[src/rtl/fpdiv_sched.sv]
// fpdiv_sched: round-robin scheduler sharing one fpdiv unit between two requesters.
// Ports:
//   clk, reset_n                 clock, async active-low reset
//   req_valid/req_ready [1:0]    request handshake (req_ready combinational, IDLE only)
//   req_op[3:0], req_rm[1:0]     per-requester op (00 div, 01 sqrt, 1x illegal) and rounding
//   req_a/req_b [2*WIDTH-1:0]    per-requester operands
//   resp_valid/resp_ready [1:0]  response handshake towards the owning requester
//   resp_result, resp_err        registered response payload
//   unit_start, unit_op, unit_round_mode, unit_a, unit_b   drive to the fpdiv unit
//   unit_result, unit_done       unit completion
//   busy                         FSM not idle
module fpdiv_sched #(
  parameter int unsigned WIDTH   = 32,
  parameter int unsigned TIMEOUT = 64
) (
  input  logic               clk,
  input  logic               reset_n,
  input  logic [1:0]         req_valid,
  output logic [1:0]         req_ready,
  input  logic [3:0]         req_op,
  input  logic [1:0]         req_rm,
  input  logic [2*WIDTH-1:0] req_a,
  input  logic [2*WIDTH-1:0] req_b,
  output logic [1:0]         resp_valid,
  input  logic [1:0]         resp_ready,
  output logic [WIDTH-1:0]   resp_result,
  output logic               resp_err,
  output logic               unit_start,
  output logic [1:0]         unit_op,
  output logic               unit_round_mode,
  output logic [WIDTH-1:0]   unit_a,
  output logic [WIDTH-1:0]   unit_b,
  input  logic [WIDTH-1:0]   unit_result,
  input  logic               unit_done,
  output logic               busy
);

  localparam int unsigned CNT_W = $clog2(TIMEOUT + 1);
  localparam logic [WIDTH-1:0] QNAN = WIDTH'(32'h7FC0_0000);

  typedef enum logic [1:0] {IDLE, ISSUE, BUSY, RESP} state_e;

  state_e             state_q, state_d;
  logic               last_grant_q, last_grant_d;
  logic               owner_q, owner_d;
  logic               unit_start_q, unit_start_d;
  logic [1:0]         unit_op_q, unit_op_d;
  logic               unit_rm_q, unit_rm_d;
  logic [WIDTH-1:0]   unit_a_q, unit_a_d;
  logic [WIDTH-1:0]   unit_b_q, unit_b_d;
  logic [1:0]         resp_valid_q, resp_valid_d;
  logic [WIDTH-1:0]   resp_result_q, resp_result_d;
  logic               resp_err_q, resp_err_d;
  logic               busy_q, busy_d;
  logic [CNT_W-1:0]   cnt_q, cnt_d;

  logic               gnt_idx_c;
  logic [1:0]         gnt_c;
  logic               accept_c;
  logic [1:0]         sel_op_c;
  logic               sel_rm_c;
  logic [WIDTH-1:0]   sel_a_c, sel_b_c;
  logic               op_legal_c;
  logic [CNT_W-1:0]   cnt_inc_c;
  logic               timeout_c;

  // Arbitration: on a tie grant the requester that was not served last.
  always_comb begin
    gnt_idx_c = 1'b0;
    if (req_valid == 2'b11) gnt_idx_c = ~last_grant_q;
    else if (req_valid[1])  gnt_idx_c = 1'b1;
    gnt_c = 2'b00;
    if (state_q == IDLE && (|req_valid)) gnt_c = {gnt_idx_c, ~gnt_idx_c};
    accept_c   = |gnt_c;
    sel_op_c   = gnt_idx_c ? req_op[3:2] : req_op[1:0];
    sel_rm_c   = req_rm[gnt_idx_c];
    sel_a_c    = gnt_idx_c ? req_a[2*WIDTH-1:WIDTH] : req_a[WIDTH-1:0];
    sel_b_c    = gnt_idx_c ? req_b[2*WIDTH-1:WIDTH] : req_b[WIDTH-1:0];
    op_legal_c = ~sel_op_c[1];
  end

  // Watchdog fires on the cycle the incremented count would reach TIMEOUT.
  always_comb begin
    cnt_inc_c = cnt_q + CNT_W'(1);
    timeout_c = (state_q == BUSY) && (cnt_inc_c == CNT_W'(TIMEOUT));
  end

  // State register.
  always_ff @(posedge clk or negedge reset_n) begin
    if (!reset_n) state_q <= IDLE;
    else          state_q <= state_d;
  end

  // Next-state logic.
  always_comb begin
    state_d = state_q;
    case (state_q)
      IDLE:    if (accept_c) state_d = op_legal_c ? ISSUE : RESP;
      ISSUE:   state_d = BUSY;
      BUSY:    if (unit_done || timeout_c) state_d = RESP;
      RESP:    if (resp_ready[owner_q]) state_d = IDLE;
      default: state_d = IDLE;
    endcase
  end

  // Output and datapath next values.
  always_comb begin
    last_grant_d  = last_grant_q;
    owner_d       = owner_q;
    unit_start_d  = 1'b0;
    unit_op_d     = unit_op_q;
    unit_rm_d     = unit_rm_q;
    unit_a_d      = unit_a_q;
    unit_b_d      = unit_b_q;
    resp_valid_d  = resp_valid_q;
    resp_result_d = resp_result_q;
    resp_err_d    = resp_err_q;
    cnt_d         = cnt_q;
    busy_d        = (state_d != IDLE);
    case (state_q)
      IDLE: begin
        if (accept_c) begin
          owner_d      = gnt_idx_c;
          last_grant_d = gnt_idx_c;
          if (op_legal_c) begin
            unit_start_d = 1'b1;
            unit_op_d    = sel_op_c;
            unit_rm_d    = sel_rm_c;
            unit_a_d     = sel_a_c;
            unit_b_d     = sel_b_c;
          end else begin
            // Illegal op never reaches the unit; answer immediately.
            resp_valid_d  = {gnt_idx_c, ~gnt_idx_c};
            resp_result_d = QNAN;
            resp_err_d    = 1'b1;
          end
        end
      end
      ISSUE: cnt_d = '0;
      BUSY: begin
        cnt_d = cnt_inc_c;
        if (unit_done) begin
          resp_valid_d  = {owner_q, ~owner_q};
          resp_result_d = unit_result;
          resp_err_d    = 1'b0;
        end else if (timeout_c) begin
          resp_valid_d  = {owner_q, ~owner_q};
          resp_result_d = QNAN;
          resp_err_d    = 1'b1;
        end
      end
      RESP: if (resp_ready[owner_q]) resp_valid_d = 2'b00;
      default: ;
    endcase
  end

  // Registered outputs and operation context.
  always_ff @(posedge clk or negedge reset_n) begin
    if (!reset_n) begin
      last_grant_q  <= 1'b1;
      owner_q       <= 1'b0;
      unit_start_q  <= 1'b0;
      unit_op_q     <= 2'b00;
      unit_rm_q     <= 1'b0;
      unit_a_q      <= '0;
      unit_b_q      <= '0;
      resp_valid_q  <= 2'b00;
      resp_result_q <= '0;
      resp_err_q    <= 1'b0;
      busy_q        <= 1'b0;
      cnt_q         <= '0;
    end else begin
      last_grant_q  <= last_grant_d;
      owner_q       <= owner_d;
      unit_start_q  <= unit_start_d;
      unit_op_q     <= unit_op_d;
      unit_rm_q     <= unit_rm_d;
      unit_a_q      <= unit_a_d;
      unit_b_q      <= unit_b_d;
      resp_valid_q  <= resp_valid_d;
      resp_result_q <= resp_result_d;
      resp_err_q    <= resp_err_d;
      busy_q        <= busy_d;
      cnt_q         <= cnt_d;
    end
  end

  assign req_ready       = gnt_c;
  assign resp_valid      = resp_valid_q;
  assign resp_result     = resp_result_q;
  assign resp_err        = resp_err_q;
  assign unit_start      = unit_start_q;
  assign unit_op         = unit_op_q;
  assign unit_round_mode = unit_rm_q;
  assign unit_a          = unit_a_q;
  assign unit_b          = unit_b_q;
  assign busy            = busy_q;

endmodule

[config.mk]
export PLATFORM = sky130hd
export DESIGN_NAME = fpdiv_sched
export DESIGN_NICKNAME = d
export VERILOG_FILES = /design/src/rtl/fpdiv_sched.sv
export SDC_FILE = /design/constraint.sdc
export NUM_CORES = 1
export LEC_CHECK = 0
export ABC_AREA = 1
export ABC_CLOCK_PERIOD_IN_PS = 1500
export BUFFER_PORTS_ARGS = -buffer_cell sky130_fd_sc_hd__buf_4
export CORE_ASPECT_RATIO = 0.8
export CORE_MARGIN = 1
export CORE_UTILIZATION = 40
export DETAILED_ROUTE_END_ITERATION = 6
export GPL_TIMING_DRIVEN = 0
export PLACE_DENSITY_LB_ADDON = 0.2
export SETUP_SLACK_MARGIN = 0.02
export SYNTH_ARGS = -nofsm -noshare
export SYNTH_HDL_FRONTEND = slang
export SYNTH_SLANG_ARGS = --single-unit
[constraint.sdc]
create_clock -name clk -period 1.5 [get_ports clk]
set_input_delay 0 -clock clk [delete_from_list [all_inputs] [get_ports clk]]
set_output_delay 0 -clock clk [all_outputs]
set_load 0.01 [all_outputs]
# Word-level counts from Yosys, hierarchy flattened
# Index checks and enable logic that the tools add are counted.
[classes] add_sub_neg=1 magnitude_cmp=2 eq_ne=9 muxes=35 bitwise=4 reduce_logical=14
[op_table] op="2-to-1 mux 32 bit" count=6
[op_table] op="case mux 32 bit (2 select lines)" count=1
[op_table] op="2-to-1 mux 2 bit" count=11
[op_table] op="case mux 7 bit (2 select lines)" count=1
[op_table] op="2-to-1 mux 1 bit" count=13
[op_table] op="case mux 2 bit (4 select lines)" count=1
[op_table] op="adder 7 x 1 -> 7 bit (second input constant)" count=1
[op_table] op="equality test 7 bit (second input constant)" count=1
[op_table] op="equality test 2 bit (second input constant)" count=3
[op_table] op="!= test 2 bit (second input constant)" count=3
[op_table] op="case mux 2 bit (3 select lines)" count=1
[op_table] op="nonzero test 2 bit" count=3
[op_table] op="AND reduction 5 bit" count=1
[op_table] op="< comparator 1 x 2 -> 1 bit (second input constant)" count=2
[op_table] op="inverter 1 bit" count=4
[op_table] op="AND reduction 4 bit" count=1
[op_table] op="OR reduction 2 bit" count=2
[op_table] op="!= test 3 bit (second input constant)" count=1
[op_table] op="AND reduction 3 bit" count=1
[op_table] op="nonzero test 3 bit" count=1
[op_table] op="equality test 2 x 1 -> 1 bit (second input constant)" count=1
[op_table] op="logical AND 1 bit" count=2
[op_table] op="logical NOT 2 bit" count=1
[op_table] op="case mux 1 bit (2 select lines)" count=1
[op_table] op="other kinds (2)" count=2
[totals] regBits=114 output_inout_bits=106 word_cells=78

# Depth between registers and ports, before layout
# Gate-level depths: netlist of run 1.
[logic_depth] ltp_word=8 ltp_mapped=13

# Least setup slack after synthesis of run 1
# OpenSTA, ideal clock, no wires.
[synth_timing] path_type="reg-to-reg" startpoint="register state_q[0]" endpoint="register unit_a_q[24], in the netlist unit_a[24]" setup_time_ns=0.095 t_arrival_ns=1.554 setup_slack_ns=-0.149 stages_incl_launch_ff=9 period_less_slack_ns=1.649 cell_sequence="dfrtp_1 -> inv_1 -> ha_1 -> inv_1 -> nor2_1 -> nand2_2 -> buf_2 -> buf_2 -> o31ai_1"
[synth_via] elab_chain_len=5
[synth_rtl] element="start, declared" line_no="43" source="state_e state_q, state_d;"
[synth_rtl] element="start signal, assigned" line_no="91" source="else state_q <= state_d;"
[synth_rtl] element="logical NOT 2 bit *" line_no="73, 120"
[synth_rtl] element="logical AND 1 bit" line_no="73" source="if (state_q == IDLE && (|req_valid)) gnt_c = {gnt_idx_c, ~gnt_idx_c};"
[synth_rtl] element="2-to-1 mux 2 bit" line_no="73"
[synth_rtl] element="OR reduction 2 bit" line_no="74" source="accept_c = |gnt_c;"
[synth_rtl] element="AND reduction 3 bit (no source line) *"
[synth_rtl] element="end signal, assigned" line_no="178" source="unit_a_q <= unit_a_d;"
[synth_rtl] element="end, declared" line_no="49" source="logic [WIDTH-1:0] unit_a_q, unit_a_d;"
# Every way passes the cells marked *; elsewhere a longest branch is shown, timed or not.
# A chain may end at the register's enable or synchronous reset.

# Worst setup path in the final report of run 1
[layout_timing] startpoint="register cnt_q[0]" endpoint="register resp_result_q[12], in the netlist resp_result[12]"
[layout_via] elab_chain_len=5
[layout_rtl] element="start, declared" line_no="55" source="logic [CNT_W-1:0] cnt_q, cnt_d;"
[layout_rtl] element="start signal, assigned" line_no="184" source="cnt_q <= cnt_d;"
[layout_rtl] element="adder 7 x 1 -> 7 bit" line_no="84" source="cnt_inc_c = cnt_q + CNT_W'(1);"
[layout_rtl] element="equality test 7 bit" line_no="85" source="timeout_c = (state_q == BUSY) && (cnt_inc_c == CNT_W'(TIMEOUT));"
[layout_rtl] element="logical AND 1 bit" line_no="85"
[layout_rtl] element="!= test 3 bit (no source line)"
[layout_rtl] element="AND reduction 4 bit (no source line)"
[layout_rtl] element="end signal, assigned" line_no="181" source="resp_result_q <= resp_result_d;"
[layout_rtl] element="end, declared" line_no="52" source="logic [WIDTH-1:0] resp_result_q, resp_result_d;"
# Every way passes these cells.

==> run summary, run 1 <==
Combinational power share = 52.3%
Root buffer cell = clkbuf_16
Flop pwr share = 27.0%
# port buffers = 277
Die area = 13,900 sq um
Syn nets = 827
Num ports = 279
Die height = 106 microns
Worst-Skew Late Latency = 410 ps
Internal Power = 0.0132 W
Drt drc = 0
Status = complete, but fails checks
1st-iter DRT viols = 470
Post-synth cell types = 27
Vias in the first global route = 6,766
Wirelength per Cell = 21.4 microns
Core Box Area = 13,000 sq um
Largest net degree at the start of global routing = 85
CP endpoint kind = flop
WP data required = 1800 ps
Congestion Overflow GR = 0
Area after DPL = 7800 sq um
Initial cell density of the core = 41.4%
Worst-path clk slew = 60 ps
Final Worst Setup Slack = -325 ps
Clk_skew = 7.38 ps
Crit path max fanout = 10
Vias/cell = 5.53
Via Count = 7,354
P&R area growth vs syn = 119%
RSZ-0062 raised after global routing = yes
First-pass GRT wire length = 33,700 microns
Post-placement cell count = 1,101
Setup-failing EPs final = 106
CP Launch Type = flop
Most frequent cells in the layout = buf_4, dlygate4sd3_1, nor2_1
CTS tree = done
TritonCTS Buffers = 17
Switch Pwr = 0.00890 W
H-tree depth = 4
Routed wire length = 28,500 microns
Warnings, synthesis = 0
Share of cells above drive strength 1 = 49.6%
Period utilisation layout = 122%
Fin Setup TNS = -24,080 ps
Final hold violations = 0
Cells after Synth = 648
Most common cell after layout, fill and taps aside = buf_4
CTS Buffer Depth = 2
Die width = 132 microns
Max Freq = 0.548 GHz
First-pass DRT Iterations = 5
WHS = 31.7 ps
Tot GR Track Use = 30.9%
Power, Total = 0.0221 W
ANT nets after route = 0
Placer congestion estimate = 0.839
Hold crit path type = in -> async
Period minus WS final = 1830 ps
Clock share of power = 20.7%
Rows = 37
Post-synthesis register bit count = 114
Fin area = 11,800 sq um
Pwr per Cell Area = 1880 nW/um^2
Worst EP arrival = 2130 ps
Avg Inst Size Synth = 8.31 sq um
P_leak = 5.75 nW
Sw frac = 40.3%
Kind of critical path = reg -> reg
Clk sink count = 114
HPWL Detailed = 12,400 microns
Initial antenna violation count = 0
Peak supply drop = 1.05 mV
Fin. max-slew vios = 0
Fin nets = 1,321
Layout Cells excl Fill = 1,331
Failing checks = negative setup slack
Synth Cell Area = 5390 sq um
Sequential-to-total area share from yosys stat = 53.0%
Max cap viols = 0
path summary, 6_finish.rpt:
kind / start / to / slack [ps] / cells past startpoint
max: cnt_q[0]$_DFFE_PN0P_ / resp_result[12]$_DFFE_PN0P_ / -330 / 12
min: reset_n / resp_result[24]$_DFFE_PN0P_ / 30 / 2
max reg2reg: cnt_q[0]$_DFFE_PN0P_ / resp_result[12]$_DFFE_PN0P_ / -330 / 12
min reg2reg: resp_result[0]$_DFFE_PN0P_ / resp_result[0]$_DFFE_PN0P_ / 480 / 2
max in group asynchronous: reset_n / last_grant_q$_DFFE_PN1P_ / 700 / 3
min in group clk: req_valid[0] / state_q[1]$_DFF_PN0_ / 60 / 5
final cells by class:
cell class | count | area [sq um]
Antenna cell | 1 | 2.50
Clock inverter | 13 | 208
Inverter | 27 | 111
Fill cell | 497 | 1230
Multi-Input combinational cell | 467 | 3290
Clock buffer | 19 | 453
Timing Repair Buffer | 475 | 4210
Buffer | 40 | 420
Tap cell | 175 | 219
Sequential cell | 114 | 2860
metal layers:
metal  up-vias  share of wire [%]  wire [microns]  GRT usage, %
met4         0                6.7            1910          15.7
met5         -                  0               0             0
met3       175                8.2            2350          8.42
met1      3557                 35            9990          35.9
met2       516                 50           14300          52.5
li1       3106                  -               -             -
state kept, by name (all words and copies together) (netlist names):
| signal | cells |
|---|---|
| last_grant_q | 1 |
| unit_b | 32 |
| unit_a | 32 |
| state_q | 2 |
| unit_start | 1 |
| resp_valid | 2 |
| busy | 1 |
| owner_q | 1 |
| cnt_q | 7 |
| resp_err | 1 |
| unit_round_mode | 1 |
| resp_result | 32 |
| unit_op | 1 |
cell families after synthesis:
group	count (synthesis)	share of synthesized area [%]
other	1	0.0696
adder cells (fa/ha/maj)	6	1.39
AO/OA/AOI/OAI	84	11.2
AND/OR/NAND/NOR	375	28.8
buffers and inverters	68	5.62
flip-flops	114	53.0
power by group through the flow:
stage          registers (W)  clock network (W)  logic (W)
2_1_floorplan        0.00587                  0    0.00348
3_3_place_gp         0.00533                  0    0.00742
3_5_place_dp         0.00536                  0    0.00750
4_1_cts              0.00532            0.00457    0.00833
5_1_grt              0.00605            0.00473     0.0122
6_report             0.00595            0.00458     0.0116
synth_stat cells, drive strengths merged:
| library cell | n | area share [%] |
|---|---|---|
| o22ai | 3 | 0.35 |
| dfrtp | 113 | 53 |
| o31ai | 67 | 9.3 |
| o211ai | 2 | 0.28 |
| a21oi | 4 | 0.44 |
| dfstp | 1 | 0.49 |
| o21ai | 8 | 0.74 |
| inv | 27 | 1.9 |
| clkbuf | 22 | 1.5 |
| nor2 | 145 | 10 |
| nand4 | 2 | 0.23 |
| buf | 19 | 2.2 |
| nand3 | 43 | 4.3 |
| nand2 | 176 | 13 |
| ha | 6 | 1.4 |
| conb | 1 | 0.070 |
| or2 | 9 | 1.0 |
per-stage QoR:
| step | util [%] | setup slack, ps |
|---|---|---|
| 2_1_floorplan | - | -54.4 |
| 3_3_place_gp | 59.8 | -366 |
| 3_5_place_dp | 60.0 | -369 |
| 4_1_cts | 79.6 | -193 |
| 5_1_grt | 90.5 | -454 |
| 6_report | 90.5 | -325 |
critical path, cell delays in order (launching register included):
cell and delay [ps]:
dfrtp_2 440, ha_4 200, nand3_1 70, nand2_1 60
nand2_1 100, nand3_1 140, nor2_2 130, nand2_2 80
nand3_4 110, nand2_8 90, buf_6 160, nand2_1 70
nand2_1 60
timing repair:
action / in CTS / in global routing
hold endpoints to repair: 211 / 0
pin swaps: 7 / 6
setup buffers: 12 / 10
setup endpoints to repair: 114 / 112
gates cloned: 0 / 11
hold buffers: 165 / 0
resized for setup: 47 / 274
(Power assumes the default switching activity.)
==> run 2, diff against run 1 <==
--- a/config.mk
+++ b/config.mk
@@ -14,7 +14,9 @@
 export DETAILED_ROUTE_END_ITERATION = 6
 export GPL_TIMING_DRIVEN = 0
 export PLACE_DENSITY_LB_ADDON = 0.2
+export RECOVER_POWER = 50
 export SETUP_SLACK_MARGIN = 0.02
+export SKIP_CTS_REPAIR_TIMING = 1
 export SYNTH_ARGS = -nofsm -noshare
 export SYNTH_HDL_FRONTEND = slang
 export SYNTH_SLANG_ARGS = --single-unit
==> run summary, run 2 (synthesis results as in run 1) <==
Switch Pwr = 0.00856 W (was 0.00890 W)
HPWL Detailed = 12,400 microns (unchanged)
Pre-CTS setup slack = -369 ps (unchanged)
H-tree depth = 4 (unchanged)
1st-iter DRT viols = 463 (was 470)
RSZ-0062 raised after global routing = yes (unchanged)
Via Count = 7,114 (was 7,354)
Routed wire length = 26,500 microns (was 28,500 microns)
Worst R2R Start = last_grant_q$_DFFE_PN1P_ (was cnt_q[0]$_DFFE_PN0P_)
# port buffers = 277 (unchanged)
Share of cells above drive strength 1 = 49.7% (was 49.6%)
P&R area growth vs syn = 114% (was 119%)
Period utilisation layout = 120% (was 122%)
Worst path buffer plus inverter count = 4 (was 1)
Least-Margin Pin Slew = 828 ps
Worst-path clk slew = 60 ps (about the same)
Hold wc startpoint = unit_done
Clock share of power = 21.2% (was 20.7%)
Launch point of the worst path = last_grant_q$_DFFE_PN1P_ (was cnt_q[0]$_DFFE_PN0P_)
Die area = 13,900 sq um (unchanged)
CTS tree = done (unchanged)
Clk sink count = 114 (unchanged)
Largest net degree at the start of global routing = 85 (unchanged)
Drt drc = 0 (unchanged)
Worst-Skew Late Latency = 410 ps (about the same)
Fin nets = 1,324 (was 1,321)
Worst slew margin = 44.8%
Vias/cell = 5.33 (was 5.53)
Clk_skew = 8.27 ps (was 7.38 ps)
Initial antenna violation count = 1 (was 0)
Num ports = 279 (unchanged)
ANT nets after route = 0 (unchanged)
Wirelength per Cell = 19.9 microns (was 21.4 microns)
Placer congestion estimate = 0.839 (unchanged)
CTS Buffer Depth = 2 (unchanged)
CP endpoint kind = flop (unchanged)
Failing checks = negative setup slack (unchanged)
Internal Power = 0.0131 W (was 0.0132 W)
Combinational power share = 51.9% (was 52.3%)
Max Freq = 0.555 GHz (was 0.548 GHz)
Worst EP arrival = 2090 ps (was 2130 ps)
Crit path max fanout = 10 (unchanged)
Status = complete, but fails checks (unchanged)
Met2 Use GR = 39.7% (was 52.5%)
Congestion Overflow GR = 0 (unchanged)
Rows = 37 (unchanged)
Kind of critical path = reg -> reg (unchanged)
Root buffer cell = clkbuf_16 (unchanged)
Filler Cell Count = 579 (was 497)
Post-placement cell count = 1,101 (unchanged)
TritonCTS Buffers = 17 (unchanged)
Register area = 2860 sq um (about the same)
Most common cell after layout, fill and taps aside = buf_4 (unchanged)
Final hold violations = 0 (unchanged)
GRT busiest layer = met2 (unchanged)
First-pass GRT wire length = 26,700 microns (was 33,700 microns)
Most frequent cells in the layout = buf_4, dlygate4sd3_1, nor2_1 (unchanged)
WP data required = 1790 ps (was 1800 ps)
Multi-input logic area = 3020 sq um (was 3290 sq um)
Power, Total = 0.0217 W (was 0.0221 W)
Tot GR Track Use = 24.4% (was 30.9%)
Sw frac = 39.5% (was 40.3%)
CP Cell Sequence = nand2_2 > nand2_4 > buf_12 > inv_6 > buf_4 > clkbuf_4 > nor2_1 > o31ai_2 (was ha_4 > nand3_1 > nand2_1 > nand2_1 > nand3_1 > nor2_2 > nand2_2 > nand3_4 > nand2_8 > buf_6 > nand2_1 > nand2_1)
Hold crit path type = in -> reg (was in -> async)
Area after DPL = 7800 sq um (unchanged)
Die height = 106 microns (unchanged)
Core Box Area = 13,000 sq um (unchanged)
Final Worst Setup Slack = -300 ps (was -325 ps)
CP Launch Type = flop (unchanged)
Fin area = 11,500 sq um (was 11,800 sq um)
Met1 Usage GRT = 31.9% (was 35.9%)
Pwr per Cell Area = 1880 nW/um^2 (about the same)
Initial cell density of the core = 41.4% (unchanged)
P_leak = 5.67 nW (was 5.75 nW)
M3 GR Usage = 6.93% (was 8.42%)
Layout Cells excl Fill = 1,334 (was 1,331)
Peak supply drop = 1.03 mV (was 1.05 mV)
Max cap viols = 0 (unchanged)
Critical path's top delay family = buffers and inverters (was simple AND/OR/NAND/NOR gates)
CP peak stage delay = 540 ps (was 440 ps)
Setup-failing EPs final = 106 (unchanged)
Period minus WS final = 1800 ps (was 1830 ps)
Flop pwr share = 26.9% (was 27.0%)
Fin. max-slew vios = 0 (unchanged)
Vias in the first global route = 5,246 (was 6,766)
First-pass DRT Iterations = 4 (was 5)
Die width = 132 microns (unchanged)
CP max-delay cell = dfstp_2 (was dfrtp_2)
Final core occ = 88.8% (was 90.5%)
==> run 2: cell types whose count changed in the layout (fill, tap and decap cells not counted), moves of 3 or more <==
cell      change
o31ai_1      +10
clkbuf_4      -6
buf_8         +3
buf_4         +4
nand2_4      -18
o31ai_2       +7
nand2_1      -12
o31ai_4      -17
inv_2         -3
nand2_2      +29
==> run 2: layout make-up <==
class,instances,area share (%)
diodes,1,0.0217
plain buffers,40,3.71
clock buffers,19,3.92
clock inverters,13,1.80
inverters,27,1.02
multi-input cells,467,26.2
flip-flops and latches,114,24.8
well taps,175,1.90
repair buffers,478,36.7
==> run 2: worst paths after layout <==
path / to / slack (ps) / cells past startpoint
worst min register to register: resp_result[31]$_DFFE_PN0P_ / 470 / 2
max in group asynchronous: cnt_q[1]$_DFFE_PN0P_ / 290 / 3
min in group asynchronous: resp_result[24]$_DFFE_PN0P_ / 220 / 2
worst min-delay path: state_q[0]$_DFF_PN0_ / 60 / 7
worst max register to register: unit_b[25]$_DFFE_PN0P_ / -300 / 8
worst max-delay path: unit_b[25]$_DFFE_PN0P_ / -300 / 8
==> run 2: per-layer routing <==
metal	vias up	part of all wire, %	wire, microns
met5	-	0	0
met4	0	4.5	1200
met3	112	7.7	2050
met2	447	50	13400
met1	3433	37	9920
li1	3122	-	-
==> run 2: tightest hold or removal path: stages <==
cell     delay [ps]
buf_4            90
inv_1            70
nand2_1          70
nand2_1          40
nand2_1          60
nand2_1          60
inv_1            50
==> run 2: metrics by stage <==
stage	hold slack (ps)	TNS [ps]
floorplan	-296	-1470
global placement	228	-32470
detailed placement	-97.7	-32740
CTS	-530	-35230
global route	92.9	-25920
finish	62.2	-18510
==> run 2: power groups by stage <==
stage | clock network [W] | registers [W] | logic (W)
floorplan | 0 | 0.00587 | 0.00348
global placement | 0 | 0.00533 | 0.00742
detailed placement | 0 | 0.00536 | 0.00750
CTS | 0.00457 | 0.00535 | 0.00751
global route | 0.00474 | 0.00595 | 0.0119
finish | 0.00459 | 0.00584 | 0.0113
